File: config.mk
export PLATFORM = sky130hd
export DESIGN_NAME = mmcm_drp_sequencer
export DESIGN_NICKNAME = d
export VERILOG_FILES = /design/src/rtl/mmcm_drp_pkg.sv /design/src/rtl/drp_timeout_cnt.sv /design/src/rtl/mmcm_drp_sequencer.sv
export SDC_FILE = /design/constraint.sdc
export NUM_CORES = 1
export LEC_CHECK = 0
export BUFFER_PORTS_ARGS = -buffer_cell sky130_fd_sc_hd__buf_2
export CAP_MARGIN = 5
export CELL_PAD_IN_SITES_DETAIL_PLACEMENT = 0
export CELL_PAD_IN_SITES_GLOBAL_PLACEMENT = 1
export CORE_MARGIN = 5
export CORE_UTILIZATION = 30
export CTS_CLUSTER_SIZE = 20
export DETAILED_ROUTE_END_ITERATION = 6
export PLACE_DENSITY = 0.86
export SYNTH_ARGS = -nofsm -noshare
export SYNTH_HDL_FRONTEND = slang
export SYNTH_HIERARCHICAL = 1
export SYNTH_SLANG_ARGS = --single-unit
File: constraint.sdc
create_clock -name clk_in -period 4 [get_ports clk_in]
set_input_delay 0.6 -clock clk_in [delete_from_list [all_inputs] [get_ports clk_in]]
set_output_delay 0.6 -clock clk_in [all_outputs]
set_load 0.02 [all_outputs]
File: src/rtl/mmcm_drp_pkg.sv
// Shared definitions for the MMCM DRP reconfiguration sequencer.
package mmcm_drp_pkg;

  localparam int DRP_AW           = 7;
  localparam int DRP_DW           = 16;
  localparam int DEF_DRDY_TIMEOUT = 64;
  localparam int DEF_LOCK_TIMEOUT = 65536;

  typedef enum logic [3:0] {
    S_IDLE,
    S_RST_ON,
    S_RD_REQ,
    S_RD_WAIT,
    S_WR_REQ,
    S_WR_WAIT,
    S_NEXT,
    S_RST_OFF,
    S_LOCK_WAIT,
    S_DONE
  } state_t;

  // Read-modify-write merge: mask bit 1 keeps the readback bit, 0 takes new data.
  function automatic logic [DRP_DW-1:0] drp_merge(input logic [DRP_DW-1:0] rd,
                                                  input logic [DRP_DW-1:0] mask,
                                                  input logic [DRP_DW-1:0] data);
    return (rd & mask) | (data & ~mask);
  endfunction

endpackage

File: src/rtl/drp_timeout_cnt.sv
// Wait-cycle counter shared by the DRP ready and MMCM lock timeouts.
module drp_timeout_cnt #(
  parameter int CNT_W = 17
) (
  input  logic             clk_in,
  input  logic             reset,
  input  logic             i_load,
  input  logic             i_en,
  input  logic [CNT_W-1:0] i_limit,
  output logic             o_expire
);

  logic [CNT_W-1:0] r_cnt;

  // Count cycles spent waiting; load restarts from zero before each wait.
  always_ff @(posedge clk_in) begin
    if (reset || i_load) r_cnt <= '0;
    else if (i_en)       r_cnt <= r_cnt + 1'b1;
  end

  // Expire on the last permitted wait cycle so the caller leaves on the next edge.
  assign o_expire = i_en && (r_cnt == i_limit - 1'b1);

endmodule

File: src/rtl/mmcm_drp_sequencer.sv
// Walks a DRP register table with read-modify-write while holding the MMCM
// in reset, then releases reset and waits for lock.
module mmcm_drp_sequencer
  import mmcm_drp_pkg::*;
#(
  parameter int N_ENTRIES    = 4,
  parameter int DRDY_TIMEOUT = DEF_DRDY_TIMEOUT,
  parameter int LOCK_TIMEOUT = DEF_LOCK_TIMEOUT,
  parameter int TCQ          = 1
) (
  input  logic                        clk_in,
  input  logic                        reset,
  input  logic                        cfg_start,
  input  logic [DRP_AW*N_ENTRIES-1:0] entry_addr,
  input  logic [DRP_DW*N_ENTRIES-1:0] entry_mask,
  input  logic [DRP_DW*N_ENTRIES-1:0] entry_data,
  output logic                        cfg_busy,
  output logic                        cfg_done,
  output logic                        cfg_err,
  output logic                        mmcm_rst,
  output logic                        drp_den,
  output logic                        drp_dwe,
  output logic [DRP_AW-1:0]           drp_daddr,
  output logic [DRP_DW-1:0]           drp_di,
  input  logic [DRP_DW-1:0]           drp_do,
  input  logic                        drp_drdy,
  input  logic                        mmcm_locked
);

  localparam int IW = (N_ENTRIES > 1) ? $clog2(N_ENTRIES) : 1;
  localparam int CW = $clog2(LOCK_TIMEOUT + 1);

  // TCQ is a zero-cost interface parameter here: state updates are modelled
  // without clock-to-q delay, so it only gets a sanity check.
  if (N_ENTRIES < 1 || N_ENTRIES > 8) begin : g_bad_entries
    $error("N_ENTRIES must be 1..8");
  end
  if (TCQ < 0 || DRDY_TIMEOUT < 1 || DRDY_TIMEOUT > LOCK_TIMEOUT) begin : g_bad_params
    $error("invalid TCQ or timeout parameters");
  end

  state_t            r_state, w_nxt;
  logic [IW-1:0]     r_idx;
  logic [DRP_DW-1:0] r_new;
  logic              r_err;
  logic [DRP_AW-1:0] w_addr;
  logic [DRP_DW-1:0] w_mask, w_data;
  logic              w_last, w_wait, w_ack, w_expire, w_timeout;
  logic [CW-1:0]     w_limit;

  assign w_addr = entry_addr[DRP_AW*r_idx +: DRP_AW];
  assign w_mask = entry_mask[DRP_DW*r_idx +: DRP_DW];
  assign w_data = entry_data[DRP_DW*r_idx +: DRP_DW];
  assign w_last = (r_idx == IW'(N_ENTRIES - 1));

  // A response in the same cycle as expiry wins over the timeout.
  assign w_wait    = (r_state == S_RD_WAIT) || (r_state == S_WR_WAIT) || (r_state == S_LOCK_WAIT);
  assign w_ack     = (r_state == S_LOCK_WAIT) ? mmcm_locked : drp_drdy;
  assign w_limit   = (r_state == S_LOCK_WAIT) ? CW'(LOCK_TIMEOUT) : CW'(DRDY_TIMEOUT);
  assign w_timeout = w_expire && !w_ack;

  drp_timeout_cnt #(.CNT_W(CW)) u_tmo (
    .clk_in   (clk_in),
    .reset    (reset),
    .i_load   (!w_wait),
    .i_en     (w_wait),
    .i_limit  (w_limit),
    .o_expire (w_expire)
  );

  // State register.
  always_ff @(posedge clk_in) begin
    if (reset) r_state <= S_IDLE;
    else       r_state <= w_nxt;
  end

  // Next-state decode.
  always_comb begin
    w_nxt = r_state;
    unique case (r_state)
      S_IDLE:      if (cfg_start) w_nxt = S_RST_ON;
      S_RST_ON:    w_nxt = S_RD_REQ;
      S_RD_REQ:    w_nxt = S_RD_WAIT;
      S_RD_WAIT:   if (drp_drdy) w_nxt = S_WR_REQ;
                   else if (w_timeout) w_nxt = S_IDLE;
      S_WR_REQ:    w_nxt = S_WR_WAIT;
      S_WR_WAIT:   if (drp_drdy) w_nxt = S_NEXT;
                   else if (w_timeout) w_nxt = S_IDLE;
      S_NEXT:      w_nxt = w_last ? S_RST_OFF : S_RD_REQ;
      S_RST_OFF:   w_nxt = S_LOCK_WAIT;
      S_LOCK_WAIT: if (mmcm_locked) w_nxt = S_DONE;
                   else if (w_timeout) w_nxt = S_IDLE;
      S_DONE:      w_nxt = S_IDLE;
      default:     w_nxt = S_IDLE;
    endcase
  end

  // Table index, merged write value and sticky error.
  always_ff @(posedge clk_in) begin
    if (reset) begin
      r_idx <= '0;
      r_new <= '0;
      r_err <= 1'b0;
    end else begin
      if (r_state == S_IDLE && cfg_start) begin
        r_idx <= '0;
        r_err <= 1'b0;
      end
      if (r_state == S_RD_WAIT && drp_drdy) r_new <= drp_merge(drp_do, w_mask, w_data);
      if (r_state == S_NEXT && !w_last)     r_idx <= r_idx + 1'b1;
      if (w_timeout)                        r_err <= 1'b1;
    end
  end

  // Output decode; the DRP bus is zeroed whenever no access is issued.
  always_comb begin
    cfg_busy  = (r_state != S_IDLE);
    cfg_done  = (r_state == S_DONE);
    cfg_err   = r_err;
    mmcm_rst  = 1'b0;
    drp_den   = 1'b0;
    drp_dwe   = 1'b0;
    drp_daddr = '0;
    drp_di    = '0;
    unique case (r_state)
      S_RST_ON, S_RD_WAIT, S_WR_WAIT, S_NEXT: mmcm_rst = 1'b1;
      S_RD_REQ: begin
        mmcm_rst  = 1'b1;
        drp_den   = 1'b1;
        drp_daddr = w_addr;
      end
      S_WR_REQ: begin
        mmcm_rst  = 1'b1;
        drp_den   = 1'b1;
        drp_dwe   = 1'b1;
        drp_daddr = w_addr;
        drp_di    = r_new;
      end
      default: ;
    endcase
  end

endmodule

# Word level (Yosys, flattened, before mapping)
# Index checks and enable logic that the tools add are counted.
# totals
out_inout_bits	29
elab_cells	63
inputBits	177
register_bits	40
# op_classes
bitwise_logic	4
muxes	18
mul	1
reduce_logical	17
n_eq_ne	12
shifts	3
add_sub_neg	3
# ops
op	n
variable part select 64 x 7 -> 16 bit	2
case mux 4 bit (9 select lines)	1
AND 16 bit	2
variable part select 28 x 6 -> 7 bit	1
2-to-1 mux 4 bit	5
adder 17 x 1 -> 17 bit (second input constant)	1
== test 17 bit	1
2-to-1 mux 17 bit	1
subtractor 17 x 1 -> 17 bit (second input constant)	1
== test 4 x 3 -> 1 bit (second input constant)	4
2-to-1 mux 16 bit	1
NOT 16 bit	1
OR 16 bit	1
== test 4 x 2 -> 1 bit (second input constant)	2
== test 4 bit (second input constant)	2
2-to-1 mux 7 bit	1
2-to-1 mux 1 bit	6
OR reduction 6 bit	1
logical AND 1 bit	5
multiplier 3 x 2 -> 5 bit (first input constant)	1
== test 4 x 1 -> 1 bit (second input constant)	1
logical NOT 4 bit	1
2-to-1 mux 2 bit	2
nonzero test 2 bit	2
8 further kinds	12

# Longest topological paths before layout
# Gate-level depths: netlist of run 1.
# depth
ltp_word	9
depth_mapped	13
mapped_depth_nobuf	11

# Cells and area by module
# Netlist of run 1, hierarchy kept.
# by_module_without_submodules
mod	cells_each	instances	seq_area_each_um2	area_each_um2
mmcm_drp_sequencer	278	1	460.4	2466.1
drp_timeout_cnt	177	1	340.3	1430.1

# Least setup slack after synthesis of run 1
# OpenSTA, ideal clock, no wires.
# synth_path
kind	flip-flop to flip-flop
start	register r_state[3]
end	register r_state[1]
synth_period_minus_slack_ps	3007
arrival_time_ps	2892
path_buffers	1
stages_incl_launch_ff	11
slack_ps	993
setup_time_ps	116
t_required_ps	3884
path_cell_list	dfxtp_1 -> or4b_1 -> clkbuf_2 -> nor3_2 -> nand3_1 -> or4_1 -> a32o_2 -> nor4_2 -> nor2b_1 -> o211ai_1 -> and3b_1
# synth_between
elab_chain_cells	9
word_cells_on_any_way	24
classes_between	add/sub (1); eq/ne (10); mux (7); reduce/logical (6)
# synth_lines
element	line	text
from (decl)	mmcm_drp_sequencer.sv:42	state_t r_state, w_nxt;
from (signal assigned)	mmcm_drp_sequencer.sv:74	else r_state <= w_nxt;
== test 4 bit (*)	mmcm_drp_sequencer.sv:59	assign w_limit = (r_state == S_LOCK_WAIT) ? CW'(LOCK_TIMEOUT) : CW'(DRDY_TIMEOUT);
2-to-1 mux 17 bit (*)	mmcm_drp_sequencer.sv:59	
net w_limit[6]	mmcm_drp_sequencer.sv:49	logic [CW-1:0] w_limit;
subtractor 17 x 1 -> 17 bit (*)	drp_timeout_cnt.sv:22	assign o_expire = i_en && (r_cnt == i_limit - 1'b1);
== test 17 bit (*)	drp_timeout_cnt.sv:22	
logical AND 1 bit (*)	drp_timeout_cnt.sv:22	
net w_expire	mmcm_drp_sequencer.sv:48	logic w_last, w_wait, w_ack, w_expire, w_timeout;
logical AND 1 bit (*)	mmcm_drp_sequencer.sv:60	assign w_timeout = w_expire && !w_ack;
2-to-1 mux 4 bit (*)	-	
2-to-1 mux 4 bit, on equally long branches	-	
case mux 4 bit (9 select lines) (*)	mmcm_drp_sequencer.sv:80	unique case (r_state)
# The timed path passes the listed nets; every way through them passes the cells marked *.
# A chain may end at the register's enable or synchronous reset.

# Worst setup path in the final report of run 1
# layout_path
start	register r_state[2]
end	register r_state[1]
# layout_between
elab_chain_cells	9
word_cells_on_any_way	24
classes_between	add/sub (1); eq/ne (10); mux (7); reduce/logical (6)
# layout_lines
element	line
== test 4 bit	mmcm_drp_sequencer.sv:57, mmcm_drp_sequencer.sv:59
2-to-1 mux 17 bit	mmcm_drp_sequencer.sv:59
subtractor 17 x 1 -> 17 bit	drp_timeout_cnt.sv:22
== test 17 bit	drp_timeout_cnt.sv:22
logical AND 1 bit (*)	drp_timeout_cnt.sv:22
net w_expire	mmcm_drp_sequencer.sv:48
logical AND 1 bit (*)	mmcm_drp_sequencer.sv:60
2-to-1 mux 4 bit (*)	-
2-to-1 mux 4 bit, on equally long branches	-
case mux 4 bit (9 select lines) (*)	mmcm_drp_sequencer.sv:80
# Marks and branches as above.

==> summary.md, run 1 <==
| Metric | Value |
|---|---|
| Post-route cell area | `5375 sq um` |
| CP required | `4170 ps` |
| Max-Cap Viols | `0` |
| Fill cells | `1270` |
| DRT Pass-1 Iters | `4` |
| Critical Path Start | `r_state[2]$_SDFFE_PP0P_` |
| DRC Markers | `0` |
| Min Tclk post-route | `3419 ps` |
| FF+latch area | `802.0 sq um` |
| Yosys reg bits | `40` |
| Register area share after synthesis | `20.55%` |
| Leakage | `2.513 nW` |
| Number of post-CTS setup repair buffers | `0` |
| Endpoints failing hold | `0` |
| Switch Pwr | `0.2671 mW` |
| Setup crit end kind | `flop` |
| Yosys warnings | `6` |
| Final Cycle Share | `85.46%` |
| Via count | `4293` |
| CP max FO | `14` |
| Grt total ovfl | `0` |
| CTS tree | `done` |
| Ant. Diodes | `0` |
| Die span in x | `124.0 um` |
| Hold_buf cts | `0` |
| Core area | `12670 sq um` |
| # resized after CTS | `0` |
| Synth Flop Type | `dfxtp_1` |
| Starting Density | `30.75%` |
| Hold Crit Depth | `1` |
| Slew of the pin with the lowest slew margin | `895.8 ps` |
| Placed inst area | `5238 sq um` |
| Flop-to-flop setup slack | `580 ps` |
| Clock power frac | `37.0%` |
| Critical Path Source Type | `flop` |
| I/O pin count | `206` |
| Seq pwr share | `39.5%` |
| Path type of the worst min-delay path | `flop to flop` |
| Worst hold path startpoint | `r_new[15]$_SDFFE_PP0P_` |
| Clock tree buffer depth | `2` |
| Max IR drop VDD | `161.0 uV` |
| Crit-path max cell delay | `590 ps` |
| Area growth syn-to-layout | `37.96%` |
| First-pass GRT wire length | `21.23 mm` |
| Worst-skew pair later-pin latency | `280 ps` |
| CTS Root Cell | `clkbuf_16` |
| EDFF count, synth | `0` |
| First DRT Iteration DRCs | `205` |
| Buf/Inv on CP | `0` |
| Fraction of layout cells with a size suffix above 1 | `37.88%` |
| Pwr dens | `190.4 nW/um^2` |
| Vias in the first global route | `4394` |
| R2r worst-path depth | `9` |
| Routed vias/inst | `4.940` |
| Slew Limit Fails | `0` |
| Crit path kind | `flop to flop` |
| Cell area after synthesis | `3896 sq um` |
| Final TNS setup | `0 ps` |
| Port Buffers | `205` |
| Clk slew on worst S/H paths | `60 ps` |
| R2r startpoint | `r_state[2]$_SDFFE_PP0P_` |
| Crit-path slowest cell | `or4b_1` |
| Reg-to-reg endpoint | `r_state[1]$_SDFFE_PP0P_` |
| CTS HTree Levels | `2` |
| Area of the multi-input gates | `3097 sq um` |
| Cell internal pwr | `0.7563 mW` |
| Hold slack | `459.4 ps` |
| GRT Total Usage | `17.04%` |
| Num CTS Buffers | `5` |
| HPWL after DPL | `10.96 mm` |
| Syn Inst Count | `455` |
| Die height | `124.0 um` |
| Top delay family on crit path | `simple AND/OR/NAND/NOR gates` |
| Top cells by area, synth | `dfxtp_1, mux2i_1, mux2_2` |
| Final net count | `877` |
| Fmax | `0.2925 GHz` |
| Most numerous cell in the Yosys netlist | `mux2i_1` |
| Wirelength, routed | `13.18 mm` |
| Final Wtd Congestion | `0.9201` |
| Final Setup Violations | `0` |
| Logic pwr share | `23.5%` |
| Initial antenna violation count | `1` |
| Largest net degree at the start of global routing | `45` |
| Post-synth top area cell | `dfxtp_1` |
| CTS Sinks | `40` |
| Max-slew headroom | `40.28%` |
| Yosys top cell area share | `20.55%` |
| DIE AREA | `15370 sq um` |
| Clock Skew | `8.431 ps` |
| Worst endpoint data arrival time | `3590 ps` |
| Sw frac | `26.10%` |
| Post-synth ARST share | `0%` |
| Commonest cells in the netlist | `mux2i_1, dfxtp_1, nor2_1, nand2_1` |
| Row count | `41` |
| Remaining antenna violation count | `0` |
| Post-synth cell types | `69` |
| Min-Delay Endpoint | `r_new[15]$_SDFFE_PP0P_` |
| DR WL/cell | `15.17 um` |
| RSZ-0062 raised after global routing | `no` |
| Crit path cell chain | `or4b_1 -> nor3_2 -> nand3_1 -> or4_1 -> a32o_2 -> nor4_2 -> nor2b_1 -> o211ai_1 -> and3b_1` |
| Status | `finished, final reports clean` |
| Avg Cell Area, Syn | `8.563 sq um` |
cell families (layout without fill, tap and decap cells):
kind of cell             after synthesis  count (layout)  share of synthesized area [%]
AND/OR/NAND/NOR                      162             162                          24.25
buffers and inverters                 46             231                          5.459
XOR/XNOR                              34              34                          7.643
other                                  1              58                        0.09625
multiplexers                          76              76                          22.29
AO/OA/AOI/OAI                         93              93                          18.75
adder cells (fa/ha/maj)                3               3                         0.9635
flip-flops                            40              40                          20.55
worst max path at each step:
stage	slack [ps]	end	depth (start not counted)
finish	580	r_state[1]$_SDFFE_PP0P_	9
global route	340	r_state[1]$_SDFFE_PP0P_	9
CTS	610	r_state[1]$_SDFFE_PP0P_	9
detailed placement	640	r_state[1]$_SDFFE_PP0P_	9
global placement	690	r_state[1]$_SDFFE_PP0P_	9
floorplan	990	r_state[1]$_SDFFE_PP0P_	10
final cells by class:
cell class	instances	share of cell area, %
multi-input combinational	426	57.61
tap	172	4.004
inverter	12	0.8380
sequential	40	14.92
clock inverter	2	0.2328
clock buffer	5	2.328
timing repair buffer	212	20.07
worst reg2reg max path, stage by stage, from the launching register on:
cell	delay, ps
dfxtp_1	430
or4b_1	590
nor3_2	430
nand3_1	200
or4_1	550
a32o_2	270
nor4_2	320
nor2b_1	250
o211ai_1	100
and3b_1	180
registers in the layout, summed over array words and instances, names as in the netlist:
name,cells
u_tmo/r_cnt,17
r_idx,2
r_state,4
r_new,16
cfg_err,1
per-stage QoR:
step           instances  worst slack (ps)  utilization [%]  total power, mW
2_1_floorplan        512             992.7                -           0.5329
3_3_place_gp         862             687.6            41.34           0.6456
3_5_place_dp         862             641.2            41.34           0.6481
4_1_cts              869             611.8            42.42            1.033
5_1_grt              869             337.8            42.42            1.080
6_report             869             581.4            42.42            1.023
power by group through the flow:
| stage | Sequential [mW] | Combinational [mW] | Clock, mW |
|---|---|---|---|
| after floorplan | 0.410 | 0.123 | 0 |
| after global placement | 0.412 | 0.233 | 0 |
| after detailed placement | 0.413 | 0.235 | 0 |
| after CTS | 0.404 | 0.237 | 0.392 |
| after global routing | 0.404 | 0.265 | 0.410 |
| final | 0.404 | 0.241 | 0.379 |
layout by cell type (no fill, tap or decap), types with 7 or more instances in the layout:
| master | Yosys | final |
|---|---|---|
| a22oi_1 | 17 | 17 |
| nor2_1 | 33 | 33 |
| dfxtp_1 | 40 | 39 |
| xor2_1 | 16 | 16 |
| nand2_1 | 32 | 32 |
| mux2_2 | 16 | 16 |
| and3_1 | 18 | 18 |
| mux4_2 | 7 | 7 |
| a32o_1 | 16 | 16 |
| mux2i_1 | 53 | 53 |
| inv_1 | 12 | 12 |
| nand3_1 | 11 | 11 |
| xnor2_1 | 18 | 18 |
| buf_4 | 1 | 7 |
| nand4_1 | 12 | 12 |
| nor3_1 | 8 | 8 |
| o211ai_1 | 19 | 19 |
| nor2b_1 | 12 | 12 |
| conb_1 | 1 | 58 |
| a21oi_1 | 12 | 12 |
| buf_2 | 9 | 205 |
routing by layer:
| layer | wire, um | track usage [%] | part of all wire [%] |
|---|---|---|---|
| met4 | 148 | 3.422 | 1.1 |
| met5 | 7 | 0 | 0.053 |
| met3 | 775 | 3.088 | 5.9 |
| met1 | 5604 | 21.66 | 43 |
| met2 | 6646 | 30.21 | 50 |
Note: power is estimated with default switching activity, not from simulation.
==> run 2, diff against run 1 <==
--- a/config.mk
+++ b/config.mk
@@ -10,7 +10,7 @@
 export CELL_PAD_IN_SITES_DETAIL_PLACEMENT = 0
 export CELL_PAD_IN_SITES_GLOBAL_PLACEMENT = 1
 export CORE_MARGIN = 5
-export CORE_UTILIZATION = 30
+export CORE_UTILIZATION = 29
 export CTS_CLUSTER_SIZE = 20
 export DETAILED_ROUTE_END_ITERATION = 6
 export PLACE_DENSITY = 0.86
==> constraint.sdc (replaced) <==
create_clock -name clk_in -period 3.1 [get_ports clk_in]
set_input_delay 0.465 -clock clk_in [delete_from_list [all_inputs] [get_ports clk_in]]
set_output_delay 0.465 -clock clk_in [all_outputs]
set_load 0.02 [all_outputs]
==> run 2 against run 1 <==
Against the previous run: sequential power rose by 28%; register-to-register slack got worse by 370 ps; first-iteration DRC count fell by 36%; die area rose by 3.2%; routed wire length fell by 3.1%; maximum frequency rose by 18%; count of clock-buffer cells in the layout rose by 2; worst setup slack got worse by 370 ps; critical path depth did not move; clock skew fell by 4.1 ps; via count fell by 2.7%.
==> summary.md, run 2 (same netlist as run 1, synthesis figures left out) <==
| Metric | Value |
|---|---|
| Fin util | `41.46% (-0.96 points)` |
| Fmax | `0.3463 GHz (+18%)` |
| Number of post-CTS setup repair buffers | `0 (unchanged)` |
| DRC Markers | `0 (unchanged)` |
| Final net count | `882 (+0.57%)` |
| Commonest non-fill, non-tap cell in the layout | `buf_2` |
| CTS Sinks | `40 (unchanged)` |
| Hold Crit Depth | `1 (unchanged)` |
| DRT Pass-1 Iters | `4 (unchanged)` |
| Status | `finished, final reports clean` |
| R2r worst-path depth | `9 (unchanged)` |
| Reg-to-reg endpoint | `r_state[1]$_SDFFE_PP0P_` |
| Via count | `4179 (-2.7%)` |
| Max-Cap Viols | `0 (unchanged)` |
| Max reg flops | `17 (unchanged)` |
| DIE AREA | `15850 sq um (+3.2%)` |
| Setup crit end kind | `flop` |
| Non-Filler Instances | `879 (+1.2%)` |
| CP required | `3280 ps (-890 ps)` |
| Commonest cells after routing, fill and taps aside | `buf_2, conb_1, mux2i_1` |
| Inst Count DP | `871 (+1.0%)` |
| Min-Delay Endpoint | `r_new[2]$_SDFFE_PP0P_` |
| Worst hold path startpoint | `r_new[2]$_SDFFE_PP0P_` |
| Register with the most flip-flops | `u_tmo/r_cnt` |
| Row count | `42 (+2.4%)` |
| Remaining antenna violation count | `0 (unchanged)` |
| Min Tclk post-route | `2888 ps (-531.0 ps)` |
| Pwr dens | `265.9 nW/um^2 (+40%)` |
| Area growth syn-to-layout | `40.37%` |
| Pwr Total | `1.454 mW (+42%)` |
| Final TNS setup | `0 ps (unchanged)` |
| Vias in the first global route | `4170 (-5.1%)` |
| Max-slew headroom | `43.56% (+3.3 points)` |
| Clk slew on worst S/H paths | `50 ps (about the same)` |
| Fraction of layout cells with a size suffix above 1 | `38.41% (+0.53 points)` |
| Ant. Diodes | `0 (unchanged)` |
| Num CTS Buffers | `5 (unchanged)` |
| Grt total ovfl | `0 (unchanged)` |
| Clock tree buffer depth | `2 (unchanged)` |
| Slew of the pin with the lowest slew margin | `844.0 ps (-51.87 ps)` |
| Die height | `125.9 um (+1.6%)` |
| FF+latch area | `802.0 sq um (unchanged)` |
| CP max FO | `4 (-10)` |
| Routed vias/inst | `4.754 (-3.8%)` |
| CTS tree | `done` |
| Largest net degree at the start of global routing | `25 (-44%)` |
| Critical Path Source Type | `flop` |
| Slew Limit Fails | `0 (unchanged)` |
| CTS Root Cell | `clkbuf_16` |
| Final Cycle Share | `93.15% (+7.7 points)` |
| Starting Density | `29.54% (-1.2 points)` |
| DR WL/cell | `14.53 um (-4.2%)` |
| Initial antenna violation count | `1 (unchanged)` |
| Fill cells | `1376 (+8.3%)` |
| I/O pin count | `206 (unchanged)` |
| HPWL after DPL | `10.78 mm (-1.7%)` |
| Worst-skew pair later-pin latency | `280 ps (about the same)` |
| Port Buffers | `205 (unchanged)` |
| Final Setup Violations | `0 (unchanged)` |
| Area of the multi-input gates | `3103 sq um (+0.20%)` |
| Max IR drop VDD | `197.8 uV (+23%)` |
| Wirelength, routed | `12.77 mm (-3.1%)` |
| Crit path kind | `flop to flop` |
| Clock Skew | `4.294 ps (-4.138 ps)` |
| Leakage | `2.568 nW (+2.2%)` |
| Path type of the worst min-delay path | `flop to flop` |
| Hold slack | `456.0 ps (-3.424 ps)` |
| First-pass GRT wire length | `20.49 mm (-3.5%)` |
| GRT Total Usage | `15.68% (-1.4 points)` |
| First DRT Iteration DRCs | `132 (-36%)` |
| Core area | `13190 sq um (+4.1%)` |
| RSZ-0062 raised after global routing | `no` |
| CTS HTree Levels | `2 (unchanged)` |
| Worst endpoint data arrival time | `3060 ps (-530 ps)` |
| Biggest regs | `u_tmo/r_cnt: 17 flops, r_new: 16 flops, r_state: 4 flops` |
| Endpoints failing hold | `0 (unchanged)` |
| Critical Path Start | `r_state[1]$_SDFFE_PP0P_` |
| Die span in x | `125.9 um (+1.6%)` |
| Flop-to-flop setup slack | `210 ps (-370 ps)` |
| R2r startpoint | `r_state[1]$_SDFFE_PP0P_` |
| Final Wtd Congestion | `0.8772 (-4.7%)` |
-- run 2: changes by cell type in the layout (fill, tap and decap cells not counted), sizes merged --
cell	change
clkbuf	+2
bufinv	+1
buf	+5
clkinv	-1
clkinvlp	-1
-- run 2: layer usage --
| layer | track usage [%] | share of wire (%) |
|---|---|---|
| met1 | 19.12 | 42 |
| met2 | 27.45 | 50 |
| met3 | 3.218 | 6.1 |
| met4 | 5.300 | 2.1 |
| met5 | 0 | 0.055 |
-- run 2: area by class of cell --
cell class | instances | area share, %
Inverter | 12 | 0.8236
Tap cell | 176 | 4.027
Multi-Input combinational cell | 426 | 56.74
Clock inverter | 1 | 0.5491
Timing Repair Buffer | 217 | 20.41
Clock buffer | 7 | 2.791
Sequential cell | 40 | 14.66
-- run 2: critical path, stage by stage, from the launching register on --
cell and delay [ps]:
dfxtp_1 300, or4b_1 580, nor3_4 250, nand3_1 160, or4_1 520, a32o_2 250
nor4_2 220, nor2b_1 240, o211ai_1 90, and3b_1 170
-- run 2: power by group --
group / switching (mW) / internal, mW
clock: 0.197 / 0.423
combinational: 0.147 / 0.170
sequential: 0.000813 / 0.516
total: 0.345 / 1.11
-- run 2: repair_timing --
| item | CTS | global route |
|---|---|---|
| hold buffers | 0 | 0 |
| gates resized for setup | 0 | 1 |
| setup endpoints to repair | 0 | 3 |
-- run 2: worst max-delay path by stage --
stage	endpoint	slack, ps	cells after the start
after floorplan	r_state[1]$_SDFFE_PP0P_	90	10
after global placement	r_state[1]$_SDFFE_PP0P_	80	9
after detailed placement	r_state[1]$_SDFFE_PP0P_	80	9
after CTS	r_state[1]$_SDFFE_PP0P_	60	9
after global routing	r_state[0]$_SDFFE_PP0P_	50	11
final	r_state[1]$_SDFFE_PP0P_	210	9
-- run 2: stage by stage --
stage | worst slack (ps) | area (sq um)
floorplan | 92.68 | 4110
global placement | 84.86 | 5280
detailed placement | 79.06 | 5280
CTS | 55.75 | 5463
global route | 52.32 | 5469
finish | 212.4 | 5469
